File: src/rtl/cla_pkg.sv
// Shared definitions for the CLA datapath family.
// Default group width, FSM state type and index-width helper.
package cla_pkg;

  localparam int GROUP_W = 4;

  typedef enum logic [1:0] {
    IDLE,
    CALC,
    DONE
  } state_t;

  function automatic int idx_w(input int width, input int gw);
    int ng;
    ng = width / gw;
    return (ng <= 1) ? 1 : $clog2(ng);
  endfunction

endpackage

File: src/rtl/cla_sub_seq_if.sv
// Handshake bundle for cla_sub_seq: operands in, result and flags out.
// master drives in_valid/a/b/out_ready; slave drives the rest (ovf with CLA_SUB_OVF_EN).
interface cla_sub_seq_if #(
  parameter int WIDTH = 16
);

  logic             in_valid;
  logic             in_ready;
  logic [WIDTH-1:0] a;
  logic [WIDTH-1:0] b;
  logic             out_valid;
  logic             out_ready;
  logic [WIDTH-1:0] diff;
  logic             borrow;
  logic             zero;
`ifdef CLA_SUB_OVF_EN
  logic             ovf;

  modport master (
    output in_valid, a, b, out_ready,
    input  in_ready, out_valid,
    input  diff, borrow, zero, ovf
  );

  modport slave (
    input  in_valid, a, b, out_ready,
    output in_ready, out_valid,
    output diff, borrow, zero, ovf
  );
`else
  modport master (
    output in_valid, a, b, out_ready,
    input  in_ready, out_valid,
    input  diff, borrow, zero
  );

  modport slave (
    input  in_valid, a, b, out_ready,
    output in_ready, out_valid,
    output diff, borrow, zero
  );
`endif

endinterface

File: src/rtl/cla_group_unit.sv
// Combinational GW-bit carry-lookahead group: x + y + cin.
// Ports: x, y, cin in; sum, cout, c_msb_in (carry into top bit) out.
module cla_group_unit #(
  parameter int GW = 4
) (
  input  logic [GW-1:0] x,
  input  logic [GW-1:0] y,
  input  logic          cin,
  output logic [GW-1:0] sum,
  output logic          cout,
  output logic          c_msb_in
);

  logic [GW-1:0] p;
  logic [GW-1:0] g;
  logic [GW:0]   c;
  logic          t;

  assign p = x ^ y;
  assign g = x & y;

  // Each carry is the flattened sum-of-products, not a ripple chain.
  always_comb begin
    c    = '0;
    t    = 1'b0;
    c[0] = cin;
    for (int i = 1; i <= GW; i++) begin
      t = cin;
      for (int k = 0; k < i; k++)
        t = t & p[k];
      c[i] = t;
      for (int j = 0; j < i; j++) begin
        t = g[j];
        for (int k = j + 1; k < i; k++)
          t = t & p[k];
        c[i] = c[i] | t;
      end
    end
  end

  assign sum      = p ^ c[GW-1:0];
  assign cout     = c[GW];
  assign c_msb_in = c[GW-1];

endmodule

File: src/rtl/cla_sub_seq.sv
// Multi-cycle subtractor: diff = a + ~b + 1, one lookahead group per cycle.
// Ports: clk, rst_n, bus (slave): handshakes, a, b, diff, borrow, zero, ovf with CLA_SUB_OVF_EN.
module cla_sub_seq
  import cla_pkg::*;
#(
  parameter int WIDTH   = 16,
  parameter int GROUP_W = cla_pkg::GROUP_W
) (
  input  logic         clk,
  input  logic         rst_n,
  cla_sub_seq_if.slave bus
);

  localparam int NG = WIDTH / GROUP_W;
  localparam int IW = idx_w(WIDTH, GROUP_W);

  if (WIDTH % GROUP_W != 0) begin : g_bad_width
    $error("cla_sub_seq: WIDTH must be a multiple of GROUP_W");
  end

  state_t state;
  state_t state_nx;

  logic [IW-1:0]      idx;
  logic               carry;
  logic [WIDTH-1:0]   ar;
  logic [WIDTH-1:0]   br;
  logic [WIDTH-1:0]   diffr;
  logic               borrowr;
  logic               zeror;
  logic [GROUP_W-1:0] xs;
  logic [GROUP_W-1:0] ys;
  logic [GROUP_W-1:0] sum;
  logic               cout;
  logic               cmsb;
  logic [WIDTH-1:0]   diff_nx;
  logic               last;
  logic               acc;
  logic               rel;

  assign xs   = GROUP_W'(ar >> (idx * GROUP_W));
  assign ys   = GROUP_W'(br >> (idx * GROUP_W));
  assign last = (idx == IW'(NG - 1));
  assign acc  = bus.in_valid && bus.in_ready;
  assign rel  = bus.out_valid && bus.out_ready;

  // diffr is cleared on accept, so OR-ing in the slice is a write.
  assign diff_nx = diffr | (WIDTH'(sum) << (idx * GROUP_W));

  cla_group_unit #(
    .GW(GROUP_W)
  ) u_grp (
    .x       (xs),
    .y       (ys),
    .cin     (carry),
    .sum     (sum),
    .cout    (cout),
    .c_msb_in(cmsb)
  );

  always_ff @(posedge clk or negedge rst_n) begin
    if (!rst_n) state <= IDLE;
    else        state <= state_nx;
  end

  always_comb begin
    state_nx = state;
    unique case (state)
      IDLE:    if (acc)  state_nx = CALC;
      CALC:    if (last) state_nx = DONE;
      DONE:    if (rel)  state_nx = IDLE;
      default: state_nx = IDLE;
    endcase
  end

  always_comb begin
    bus.in_ready  = 1'b0;
    bus.out_valid = 1'b0;
    unique case (1'b1)
      (state == IDLE): bus.in_ready  = 1'b1;
      (state == DONE): bus.out_valid = 1'b1;
      default: ;
    endcase
  end

  always_ff @(posedge clk or negedge rst_n) begin
    if (!rst_n) begin
      idx     <= '0;
      carry   <= 1'b0;
      ar      <= '0;
      br      <= '0;
      diffr   <= '0;
      borrowr <= 1'b0;
      zeror   <= 1'b0;
    end else if (state == IDLE && acc) begin
      ar    <= bus.a;
      br    <= ~bus.b;
      carry <= 1'b1;
      idx   <= '0;
      diffr <= '0;
    end else if (state == CALC) begin
      diffr <= diff_nx;
      carry <= cout;
      idx   <= last ? '0 : idx + 1'b1;
      if (last) begin
        borrowr <= ~cout;
        zeror   <= (diff_nx == '0);
      end
    end
  end

  assign bus.diff   = diffr;
  assign bus.borrow = borrowr;
  assign bus.zero   = zeror;

`ifdef CLA_SUB_OVF_EN
  logic ovfr;

  always_ff @(posedge clk or negedge rst_n) begin
    if (!rst_n)
      ovfr <= 1'b0;
    else if (state == CALC && last)
      ovfr <= cmsb ^ cout;
  end

  assign bus.ovf = ovfr;
`endif

endmodule

File: src/flat_wrapper.sv
// flat-port wrapper written by rule: the top's interface ports become plain ports
module cla_sub_seq_flat import cla_pkg::*;
#(
  parameter int WIDTH   = 16,
  parameter int GROUP_W = cla_pkg::GROUP_W
)
  (clk, rst_n, bus_in_valid, bus_a, bus_b, bus_out_ready, bus_in_ready, bus_out_valid, bus_diff, bus_borrow, bus_zero);
  cla_sub_seq_if #(.WIDTH(WIDTH)) bus_i ();
  input  logic clk;
  input  logic rst_n;
  input wire logic [$bits(bus_i.in_valid)-1:0] bus_in_valid;
  input wire logic [$bits(bus_i.a)-1:0] bus_a;
  input wire logic [$bits(bus_i.b)-1:0] bus_b;
  input wire logic [$bits(bus_i.out_ready)-1:0] bus_out_ready;
  output wire logic [$bits(bus_i.in_ready)-1:0] bus_in_ready;
  output wire logic [$bits(bus_i.out_valid)-1:0] bus_out_valid;
  output wire logic [$bits(bus_i.diff)-1:0] bus_diff;
  output wire logic [$bits(bus_i.borrow)-1:0] bus_borrow;
  output wire logic [$bits(bus_i.zero)-1:0] bus_zero;
  assign bus_i.in_valid = bus_in_valid;
  assign bus_i.a = bus_a;
  assign bus_i.b = bus_b;
  assign bus_i.out_ready = bus_out_ready;
  assign bus_in_ready = bus_i.in_ready;
  assign bus_out_valid = bus_i.out_valid;
  assign bus_diff = bus_i.diff;
  assign bus_borrow = bus_i.borrow;
  assign bus_zero = bus_i.zero;
  cla_sub_seq #(.WIDTH(WIDTH), .GROUP_W(GROUP_W)) u_core (.clk(clk), .rst_n(rst_n), .bus(bus_i));
endmodule
File: config.mk
export PLATFORM = sky130hd
export DESIGN_NAME = cla_sub_seq_flat
export DESIGN_NICKNAME = d
export VERILOG_FILES = /design/src/rtl/cla_pkg.sv /design/src/rtl/cla_sub_seq_if.sv /design/src/rtl/cla_group_unit.sv /design/src/rtl/cla_sub_seq.sv /design/src/flat_wrapper.sv
export SDC_FILE = /design/constraint.sdc
export NUM_CORES = 1
export LEC_CHECK = 0
export CORE_UTILIZATION = 50
export CTS_CLUSTER_DIAMETER = 60
export DETAILED_ROUTE_END_ITERATION = 12
export PLACE_DENSITY_LB_ADDON = 0.08
export SETUP_SLACK_MARGIN = 0.4
export SYNTH_ARGS = -nofsm -noshare
export SYNTH_HDL_FRONTEND = slang
export SYNTH_SLANG_ARGS = --single-unit
File: constraint.sdc
create_clock -name clk -period 4.2 [get_ports clk]
set_clock_uncertainty 0.1 [all_clocks]
set_input_delay 0.84 -clock clk [delete_from_list [all_inputs] [get_ports clk]]
set_output_delay 0.84 -clock clk [all_outputs]
set_load 0.01 [all_outputs]
[Word-level counts from Yosys, hierarchy flattened]
Cells that the tools add are included.
Word-level totals
  output and inout bits: 20
  flip-flop bits (word level): 55
Operators by class
  bitwise gates (word level): 27
  reduce and logical (&&, ||, !) cells: 8
  shift operators: 3
  muxes and demuxes: 13
  add/sub/neg operators: 1
  eq/ne operators: 6
Operators by type and width (count)
  two-way mux 16 bit: 2
  right shift 16 x 4 -> 4 bit: 2
  logical NOT 16 bit: 1
  inverter 16 bit: 1
  bitwise OR 16 bit: 1
  << shifter 4 x 4 -> 16 bit: 1
  two-way mux 2 bit: 6
  AND 1 bit: 10
  bitwise OR 1 bit: 10
  bitwise XOR 4 bit: 2
  != test 2 x 1 -> 1 bit, second input constant: 3
  one-hot mux 2 bit (3 select lines): 1
  AND reduction 3 bit: 2
  AND 4 bit: 1
  == test 2 bit, second input constant: 2
  two-way mux 1 bit: 4
  logical AND 1 bit: 3
  adder 2 x 1 -> 2 bit, second input constant: 1
  == test 2 x 1 -> 1 bit, second input constant: 1
  logical NOT 2 bit: 1
  inverter 1 bit: 2
  nonzero test 2 bit: 1

[Depth between registers and ports, before layout]
Gate-level depths: netlist of the first run.
  word-level depth: 13
  mapped depth: 8
  depth with buffers taken out: 7

[Hierarchy]
From an unflattened synthesis of the first run, not the netlist that was laid out.
Second synthesis, totals
  cells, all modules: 212
  area, all modules: 2526.2 um2
Modules (own cells, without submodules)
  cla_sub_seq: sequential area each 1376.3 um2, instances 1, cells an instance 197, area an instance 2379.8 um2
  cla_group_unit: sequential area each 0.0 um2, instances 1, cells an instance 15, area an instance 146.4 um2

[Worst setup path before layout of the first run]
No wires, ideal clock.
  kind: flip-flop to flip-flop
  from: register u_core.idx[0]
  to: register u_core.zeror, in the netlist u_core.bus.zero
  stages on the path, launching flop included: 9
  setup slack: 1176 ps
  buffers on the path: 2
  required time: 4026 ps
  arrival: 2850 ps
  cells stage by stage: dfrtp_1 > buf_2 > buf_1 > mux4_2 > ha_1 > o21a_1 > or3_2 > a2111o_1 > o21ai_2
Between the ends
  longest elaborated chain between the ends: 12
Ends and longest elaborated chain
  from (decl): line cla_sub_seq.sv:24  | logic [IW-1:0] idx;
  from (signal assigned): line cla_sub_seq.sv:104  | idx <= last ? '0 : idx + 1'b1;
  right shift 16 x 4 -> 4 bit (on tied branches): line cla_sub_seq.sv:41, cla_sub_seq.sv:42
  bitwise XOR 4 bit: line cla_group_unit.sv:19  | assign p = x ^ y;
  AND 1 bit (3 in series): line cla_group_unit.sv:30  | t = t & p[k];
  bitwise OR 1 bit (3 in series): line cla_group_unit.sv:36  | c[i] = c[i] | t;
  bitwise XOR 4 bit: line cla_group_unit.sv:41  | assign sum = p ^ c[GW-1:0];
  << shifter 4 x 4 -> 16 bit: line cla_sub_seq.sv:48  | assign diff_nx = diffr | (WIDTH'(sum) << (idx * GROUP_W));
  bitwise OR 16 bit: line cla_sub_seq.sv:48
  logical NOT 16 bit: line cla_sub_seq.sv:107  | zeror <= (diff_nx == '0);
  to (signal assigned): line cla_sub_seq.sv:107
  to (decl): line cla_sub_seq.sv:30  | logic zeror;
Parallel ways exist; a longest one is shown, timed or not.
A chain may end at the register's enable or synchronous reset.

[Worst setup path after layout of the first run]
Same ends and word-level chain as after synthesis.

==> flow_summary.yaml, run 1 <==
status:
  status: "finished clean"
route:
  vias: 1906
  via_per_inst: 5.37
  drt-pass1-iter-count: 4
  drt-total-wl_mm: 5.22
  drtAntennaViolNets: 0
  dr.first_iter.drc_count: 167
  wire_per_inst_um: 14.7
  drc: 0
yosys:
  synthCells: 235
  ys_ff_latch: 55
  synth_top_cell_by_area: "dfrtp_1"
  synth_area_um2: 2460
  yosysWarnings: 0
  yosys-top-cells-area: "dfrtp_1, nand2_1, mux4_2"
  synth.distinct_cells: 34
  synth_top_area_frac: 0.560
  postSynthAreaPerCell_um2: 10.5
  syn-num-nets: 278
  ys_seq_area_frac: 0.560
global_routing:
  grt_pass1_wl_mm: 9.17
  grt_usage: 0.230
  antenna_found_initial: 0
  grt_overflow: 0
  grt_max_degree: 32
  grt_pass1_vias: 1873
pwr:
  total_power_mw: 2.63
  p_leak_nw: 1.43
  power.density_nw_per_um2: 832
  ir_drop_uv: 417
clock_network:
  post_cts_buffers: 0
  cts_num_sinks: 55
  htree_levels: 2
  clk_latency_ps: 300
  clock_path_buffers: 2
  cts_tree: "built"
  cts.repair.resized: 0
  cts_hold_buffers: 0
  clk_pin_slew_worst_paths_ps: 90
  cts_root_buf: "clkbuf_8"
  cts_buffers: 5
floorplan:
  ios: 56
  core_region_area_um2: 4720
  die_area_um2: 5200
  die_x_um: 72.1
  die_h_um: 72.1
  start_util: 0.521
  row_count: 25
final_layout:
  layoutNonFillerInstCount: 355
  antenna_cells: 0
  layout.nets: 330
  drive_gt1_frac: 0.0729
  syn2layout_area_growth_pct: 28.3
sta:
  rsz0062_at_grt: "false"
  setup_viol: 0
  slew_headroom: 0.285
  tns_ps: 0
  clock.fmax_mhz: 300
  maxSlewViolCount: 0
  fin_ws_ps: 862
  hold_viol: 0
  tightest_slew_ps: 1070
  min_period_ps: 3340
  post-route-period-util: 0.795
worst_setup_path:
  crit_fanout: 17
  cp.required_ps: 4340
  end_kind: "register"
  worstSetupStartpointType: "register"
  cp.arrival_ps: 3480
  crit_type: "reg -> reg"
flow_run:
  drv_cap: 0
placement:
  placed_cells: 347
  dp_slack_ps: 886
  place_congestion: 0.770
  dpl.hpwl_mm: 3.70
  port_buffers: 55
worst_hold_path:
  hp-class: "reg -> reg"
==> cell usage after synthesis <==
| library cell | instances |
|---|---|
| or3_2 | 1 |
| a32o_1 | 4 |
| mux2_1 | 1 |
| or4_1 | 2 |
| dfrtp_1 | 55 |
| ha_1 | 6 |
| a31oi_1 | 2 |
| nor4_1 | 1 |
| fa_1 | 1 |
| and3_1 | 1 |
| o21ai_1 | 19 |
| o2111ai_1 | 1 |
| a22o_1 | 3 |
| nor3_1 | 2 |
| a21oi_1 | 9 |
| clkbuf_1 | 10 |
| mux4_2 | 8 |
| xor2_1 | 2 |
| o211ai_1 | 1 |
| nand2_2 | 1 |
| nand3_1 | 1 |
| a41oi_1 | 3 |
| o31ai_1 | 1 |
| nor2_1 | 14 |
| a2111o_1 | 2 |
| o21ai_2 | 1 |
| nor2b_1 | 3 |
| buf_2 | 1 |
| buf_1 | 2 |
| nand2_1 | 68 |
| inv_1 | 5 |
| o21a_1 | 1 |
| nand2b_1 | 2 |
| and2_1 | 1 |
==> worst max-delay path, stage by stage (launching register included) <==
cell	delay, ps
dfrtp_1	820
mux4_2	610
ha_1	310
ha_1	210
o21a_1	200
or3_2	490
a2111o_1	440
o21ai_2	100
==> flip-flops by register name, indices dropped and copies added, names as in the netlist <==
register,count
u_core.br,16
u_core.idx,2
u_core.state,2
u_core.bus.zero,1
u_core.bus.diff,16
u_core.carry,1
u_core.bus.borrow,1
u_core.ar,16
==> cell usage in the layout (no fill, tap or decap), drive strengths merged <==
| master | netlist | layout |
|---|---|---|
| or4 | 2 | 2 |
| mux2 | 1 | 1 |
| nor3 | 2 | 2 |
| xor2 | 2 | 2 |
| nand2b | 2 | 2 |
| nor2 | 14 | 14 |
| inv | 5 | 5 |
| a32o | 4 | 4 |
| a41oi | 3 | 3 |
| or3 | 1 | 1 |
| ha | 6 | 6 |
| a2111o | 2 | 2 |
| o2111ai | 1 | 1 |
| dfrtp | 55 | 55 |
| and3 | 1 | 1 |
| nor4 | 1 | 1 |
| o21a | 1 | 1 |
| buf | 3 | 4 |
| nor2b | 3 | 3 |
| mux4 | 8 | 8 |
| a22o | 3 | 3 |
| clkdlybuf4s50 | 0 | 54 |
| a21oi | 9 | 9 |
| nand3 | 1 | 1 |
| clkinv | 0 | 1 |
| and2 | 1 | 1 |
| nand2 | 69 | 69 |
| clkbuf | 10 | 7 |
| o31ai | 1 | 1 |
| fa | 1 | 1 |
| a31oi | 2 | 2 |
| o211ai | 1 | 1 |
| o21ai | 20 | 20 |
==> per-stage QoR <==
step / cell area, um^2 / utilization / hold WS, ps
finish: 3150 / 0.668 / 390
global route: 3150 / 0.668 / 409
CTS: 3150 / 0.668 / 390
detailed placement: 3070 / 0.651 / 367
global placement: 3070 / 0.651 / 358
floorplan: 2460 / - / 340
==> worst paths after layout <==
kind / from / endpoint / slack [ps] / cells after the start
worst max-delay path: u_core.idx[0] / u_core.bus.zero / 860 / 7
worst min-delay path: u_core.ar[2] / u_core.ar[2] / 390 / 2
worst min register to register: u_core.ar[2] / u_core.ar[2] / 390 / 2
worst max register to register: u_core.idx[0] / u_core.bus.zero / 860 / 7
max in group asynchronous: rst_n / u_core.idx[1] / 2780 / 2
min in group asynchronous: rst_n / u_core.state[1] / 410 / 1
==> cell families after synthesis <==
group	after synthesis	share of synthesized area
multiplexers	9	0.0779
adder cells (fa/ha/maj)	7	0.0387
AND/OR/NAND/NOR	97	0.163
buffers and inverters	18	0.0280
flip-flops	55	0.560
AO/OA/AOI/OAI	47	0.125
XOR/XNOR	2	0.00713
==> power by group <==
| part | internal (mW) | switching (mW) |
|---|---|---|
| clock network | 0.117 | 0.160 |
| logic | 0.631 | 0.746 |
| registers | 0.770 | 0.200 |
==> routing by layer <==
layer	track usage	part of all wire	vias up
li1	-	-	919
met5	0	0	-
met3	0.0389	0.049	5
met4	0.0654	0.0096	0
met1	0.333	0.47	918
met2	0.362	0.48	64
==> area by class of cell <==
type | count | area (um^2)
clock buffers | 7 | 76.3
well taps | 67 | 83.8
fillers | 380 | 1570
inverters | 5 | 18.8
clock inverters | 1 | 5.00
repair buffers | 58 | 581
multi-input cells | 162 | 1010
flip-flops and latches | 55 | 1380
(Power assumes the default switching activity.)
==> inputs of run 2 (changes only) <==
CORE_UTILIZATION = 45   (was 50)
clock period = 2.97 ns   (was 4.2 ns; I/O delays follow)
==> flow_summary.yaml, run 2 (synthesis results as in run 1) <==
route:
  drtAntennaViolNets: 0
  drt-total-wl_mm: 5.19
  drt-pass1-iter-count: 5
  drc: 0
  wire_per_inst_um: 14.3
  dr.first_iter.drc_count: 200
  via_per_inst: 5.25
  vias: 1907
sta:
  maxSlewViolCount: 0
  clock.fmax_mhz: 374
  min_period_ps: 2670
  slew_headroom: 0.583
  tns_ps: 0
  hold_viol: 0
  rsz0062_at_grt: "true"
  post-route-period-util: 0.900
  setup_viol: 0
  tightest_slew_ps: 626
pwr:
  ir_drop_uv: 489
  p_leak_nw: 1.48
  power.density_nw_per_um2: 1200
  total_power_mw: 3.95
clock_network:
  cts_root_buf: "clkbuf_8"
  clk_pin_slew_worst_paths_ps: 100
  cts_tree: "built"
  htree_levels: 2
  cts_buffers: 5
  clk_latency_ps: 310
  cts_hold_buffers: 0
  cts_num_sinks: 55
  clock_path_buffers: 2
final_layout:
  final_common_cell: "nand2_1"
  layout_common_cells: "nand2_1, clkdlybuf4s50_1, dfrtp_1, o21ai_1, nor2_1"
  syn2layout_area_growth_pct: 33.2
  antenna_cells: 0
  layout.nets: 335
  drive_gt1_frac: 0.109
global_routing:
  grt_pass1_vias: 1931
  antenna_found_initial: 0
  grt_max_degree: 39
  grt_pass1_wl_mm: 9.37
  grt_overflow: 0
  grt_usage: 0.204
worst_setup_path:
  r2r-start: "u_core.idx[0]"
  crit_fanout: 5
  cp.arrival_ps: 2820
  rr_worst_depth: 7
  crit_type: "reg -> reg"
  cp.required_ps: 3120
  end_kind: "register"
  regToRegSetupSlack_ps: 300
  worstSetupStartpointType: "register"
  timing.rr.end: "u_core.bus.zero"
floorplan:
  core_region_area_um2: 5170
  ios: 56
  row_count: 26
  die_h_um: 75.9
  die_area_um2: 5760
  die_x_um: 75.9
  start_util: 0.475
placement:
  dpl.hpwl_mm: 3.83
  port_buffers: 55
  place_congestion: 0.843
status:
  status: "finished clean"
worst_hold_path:
  hp-class: "in -> async"
flow_run:
  drv_cap: 0
[run 2: cell types whose count changed in the layout (fill, tap and decap cells not counted), sizes merged]
cell    previous run  this run
clkbuf             7         6
buf                4         9
bufinv             0         1
[run 2: how the worst max path moves through the flow]
stage               slack (ps)              end           from  cells after the start
floorplan                  350  u_core.bus.zero  u_core.idx[0]                      8
global placement           210  u_core.bus.zero  u_core.idx[0]                      7
detailed placement         120  u_core.bus.zero  u_core.idx[0]                      7
CTS                        310  u_core.bus.zero  u_core.idx[0]                      7
global route               230  u_core.bus.zero  u_core.idx[0]                      7
finish                     300  u_core.bus.zero  u_core.idx[0]                      7
[run 2: power breakdown]
group          total, mW  switching [mW]  internal, mW  leakage, nW
combinational       2.10            1.12         0.984        0.731
sequential          1.33           0.237          1.09        0.689
clock              0.513           0.240         0.273       0.0612
[run 2: per-stage QoR]
stage / instance area (um^2) / setup slack, ps / cells / hold slack [ps] / utilization
2_1_floorplan: 2490 / 352 / 235 / 198 / -
3_3_place_gp: 3140 / 211 / 354 / 354 / 0.607
3_5_place_dp: 3140 / 116 / 354 / 359 / 0.607
4_1_cts: 3260 / 311 / 363 / 210 / 0.631
5_1_grt: 3280 / 234 / 363 / 239 / 0.633
6_report: 3280 / 298 / 363 / 191 / 0.633
[run 2: layer usage]
metal / up-vias / share of wire / global-route usage
li1: 926 / - / -
met1: 922 / 0.48 / 0.292
met2: 54 / 0.46 / 0.320
met3: 5 / 0.050 / 0.0434
met4: 0 / 0.0077 / 0.0462
met5: - / 0 / 0
[run 2: final cells by class]
cell class,instances,area [um^2]
Clock buffer,6,82.6
Clock inverter,2,35.0
Fill cell,429,1900
Inverter,5,18.8
Multi-Input combinational cell,162,1040
Sequential cell,55,1380
Tap cell,70,87.6
Timing Repair Buffer,63,634
[run 2: critical path, stage by stage, from the launching register on]
cell,delay (ps)
dfrtp_2,440
mux4_2,570
ha_4,260
ha_2,180
o21a_1,200
or3_4,360
a2111o_1,390
o21ai_2,110
[run 2: repair_timing]
item | 4_1_cts | 5_1_grt
setup buffers | 1 | 0
gates resized for setup | 1 | 2
endpoints found under the setup margin | 10 | 8
==> inputs of run 3 (changes only) <==
CORE_MARGIN = 5   (was unset)
GPL_TIMING_DRIVEN = 1   (was unset)
SETUP_SLACK_MARGIN = unset   (was 0.4)
==> flow_summary.yaml, run 3 (synthesis results as in run 1) <==
status:
  status: "finished clean"
route:
  vias: 1894
  drt-total-wl_mm: 5.41
  wire_per_inst_um: 14.7
  dr.first_iter.drc_count: 78
  via_per_inst: 5.13
  drt-pass1-iter-count: 4
  drc: 0
  drtAntennaViolNets: 0
floorplan:
  die_area_um2: 7040
  ios: 56
  start_util: 0.455
  core_region_area_um2: 5410
  die_h_um: 83.9
  row_count: 27
  die_x_um: 83.9
worst_setup_path:
  cpPeakStageDelay_ps: 520
  regToRegSetupSlack_ps: 160
  cp.required_ps: 3110
  cpMostUsedCell: "ha_1"
  r2r-start: "u_core.idx[0]"
  critPathSlowestCell: "mux4_2"
  critical_path.cell_chain: "mux4_2 > ha_1 > ha_1 > o21a_1 > or3_2 > a2111o_1 > o21ai_2"
  end_kind: "register"
  worstSetupStartpointType: "register"
  rr_worst_depth: 7
  crit_type: "reg -> reg"
  timing.rr.end: "u_core.bus.zero"
  crit_fanout: 4
  cp.arrival_ps: 2950
sta:
  post-route-period-util: 0.946
  tns_ps: 0
  rsz0062_at_grt: "false"
  min_period_ps: 2810
  slew_headroom: 0.406
  fin_ws_ps: 160
  hold_viol: 0
  tightest_slew_ps: 891
  setup_viol: 0
  maxSlewViolCount: 0
  clock.fmax_mhz: 356
clock_network:
  cts_root_buf: "clkbuf_8"
  cts_buffers: 5
  post_cts_buffers: 0
  htree_levels: 2
  cts_tree: "built"
  clk_pin_slew_worst_paths_ps: 100
  cts_num_sinks: 55
  clock_path_buffers: 2
  clk_latency_ps: 310
pwr:
  ir_drop_uv: 465
  p_leak_nw: 1.48
  power.density_nw_per_um2: 1180
final_layout:
  n_fill_cell: 486
  post-route-util: 0.596
  antenna_cells: 0
  multiInputGateArea_um2: 1010
  seqCellArea_um2: 1380
  layout.nets: 339
  final_common_cell: "nand2_1"
  drive_gt1_frac: 0.111
  layout_common_cells: "nand2_1, clkdlybuf4s50_1, dfrtp_1, o21ai_1, nor2_1"
  syn2layout_area_growth_pct: 30.9
global_routing:
  grt_overflow: 0
  grt_usage: 0.165
  grt_pass1_wl_mm: 9.30
  grt_max_degree: 43
  grt_pass1_vias: 1948
  antenna_found_initial: 0
worst_hold_path:
  hp-class: "in -> async"
placement:
  port_buffers: 55
  place_congestion: 0.814
  dpl.hpwl_mm: 4.18
  dp_slack_ps: 148
flow_run:
  drv_cap: 0
-- run 3: report_power, final --
part	total, mW	leakage [nW]	internal, mW	switching [mW]
sequential	1.32	0.689	1.09	0.229
clock	0.400	0.0477	0.162	0.238
combinational	2.07	0.741	0.967	1.11
-- run 3: how the worst max path moves through the flow --
stage,startpoint,depth (start not counted),end
floorplan,u_core.idx[1],8,u_core.bus.zero
global placement,u_core.idx[0],7,u_core.bus.zero
global route,u_core.idx[0],7,u_core.bus.zero
detailed placement,u_core.idx[0],7,u_core.bus.zero
finish,u_core.idx[0],7,u_core.bus.zero
CTS,u_core.idx[0],7,u_core.bus.zero
-- run 3: worst max-delay path, delay by kind of cell, from the launching register on --
family                   cells  cell delay, ps
AO/OA/AOI/OAI                3             750
adder cells (fa/ha/maj)      2             530
multiplexers                 1             520
AND/OR/NAND/NOR              1             420
flip-flops                   1             410
-- run 3: metrics by stage --
stage	instances	power, mW	hold slack, ps	instance area [um^2]
after floorplan	235	2.64	198	2460
after global placement	361	3.38	363	3130
after detailed placement	361	3.43	366	3130
after CTS	369	3.83	328	3220
after global routing	369	4.12	378	3220
final	369	3.79	299	3220
-- run 3: layout make-up --
class / count / area share
Timing Repair Buffer: 67 / 0.197
Clock buffer: 5 / 0.0214
Multi-Input combinational cell: 162 / 0.315
Sequential cell: 55 / 0.428
Clock inverter: 3 / 0.00466
Inverter: 5 / 0.00583
Tap cell: 72 / 0.0280
-- run 3: timing repair --
action,in CTS,in global routing
endpoints found under the setup margin,0,1
hold buffers,0,0
resized for setup,0,1
-- run 3: layer usage --
| layer | up-vias | track usage | part of all wire | wire length, um |
|---|---|---|---|---|
| li1 | 943 | - | - | - |
| met1 | 887 | 0.235 | 0.47 | 2530 |
| met2 | 58 | 0.249 | 0.45 | 2450 |
| met3 | 6 | 0.0395 | 0.066 | 359 |
| met4 | 0 | 0.0526 | 0.013 | 70 |
| met5 | - | 0 | 0 | 0 |
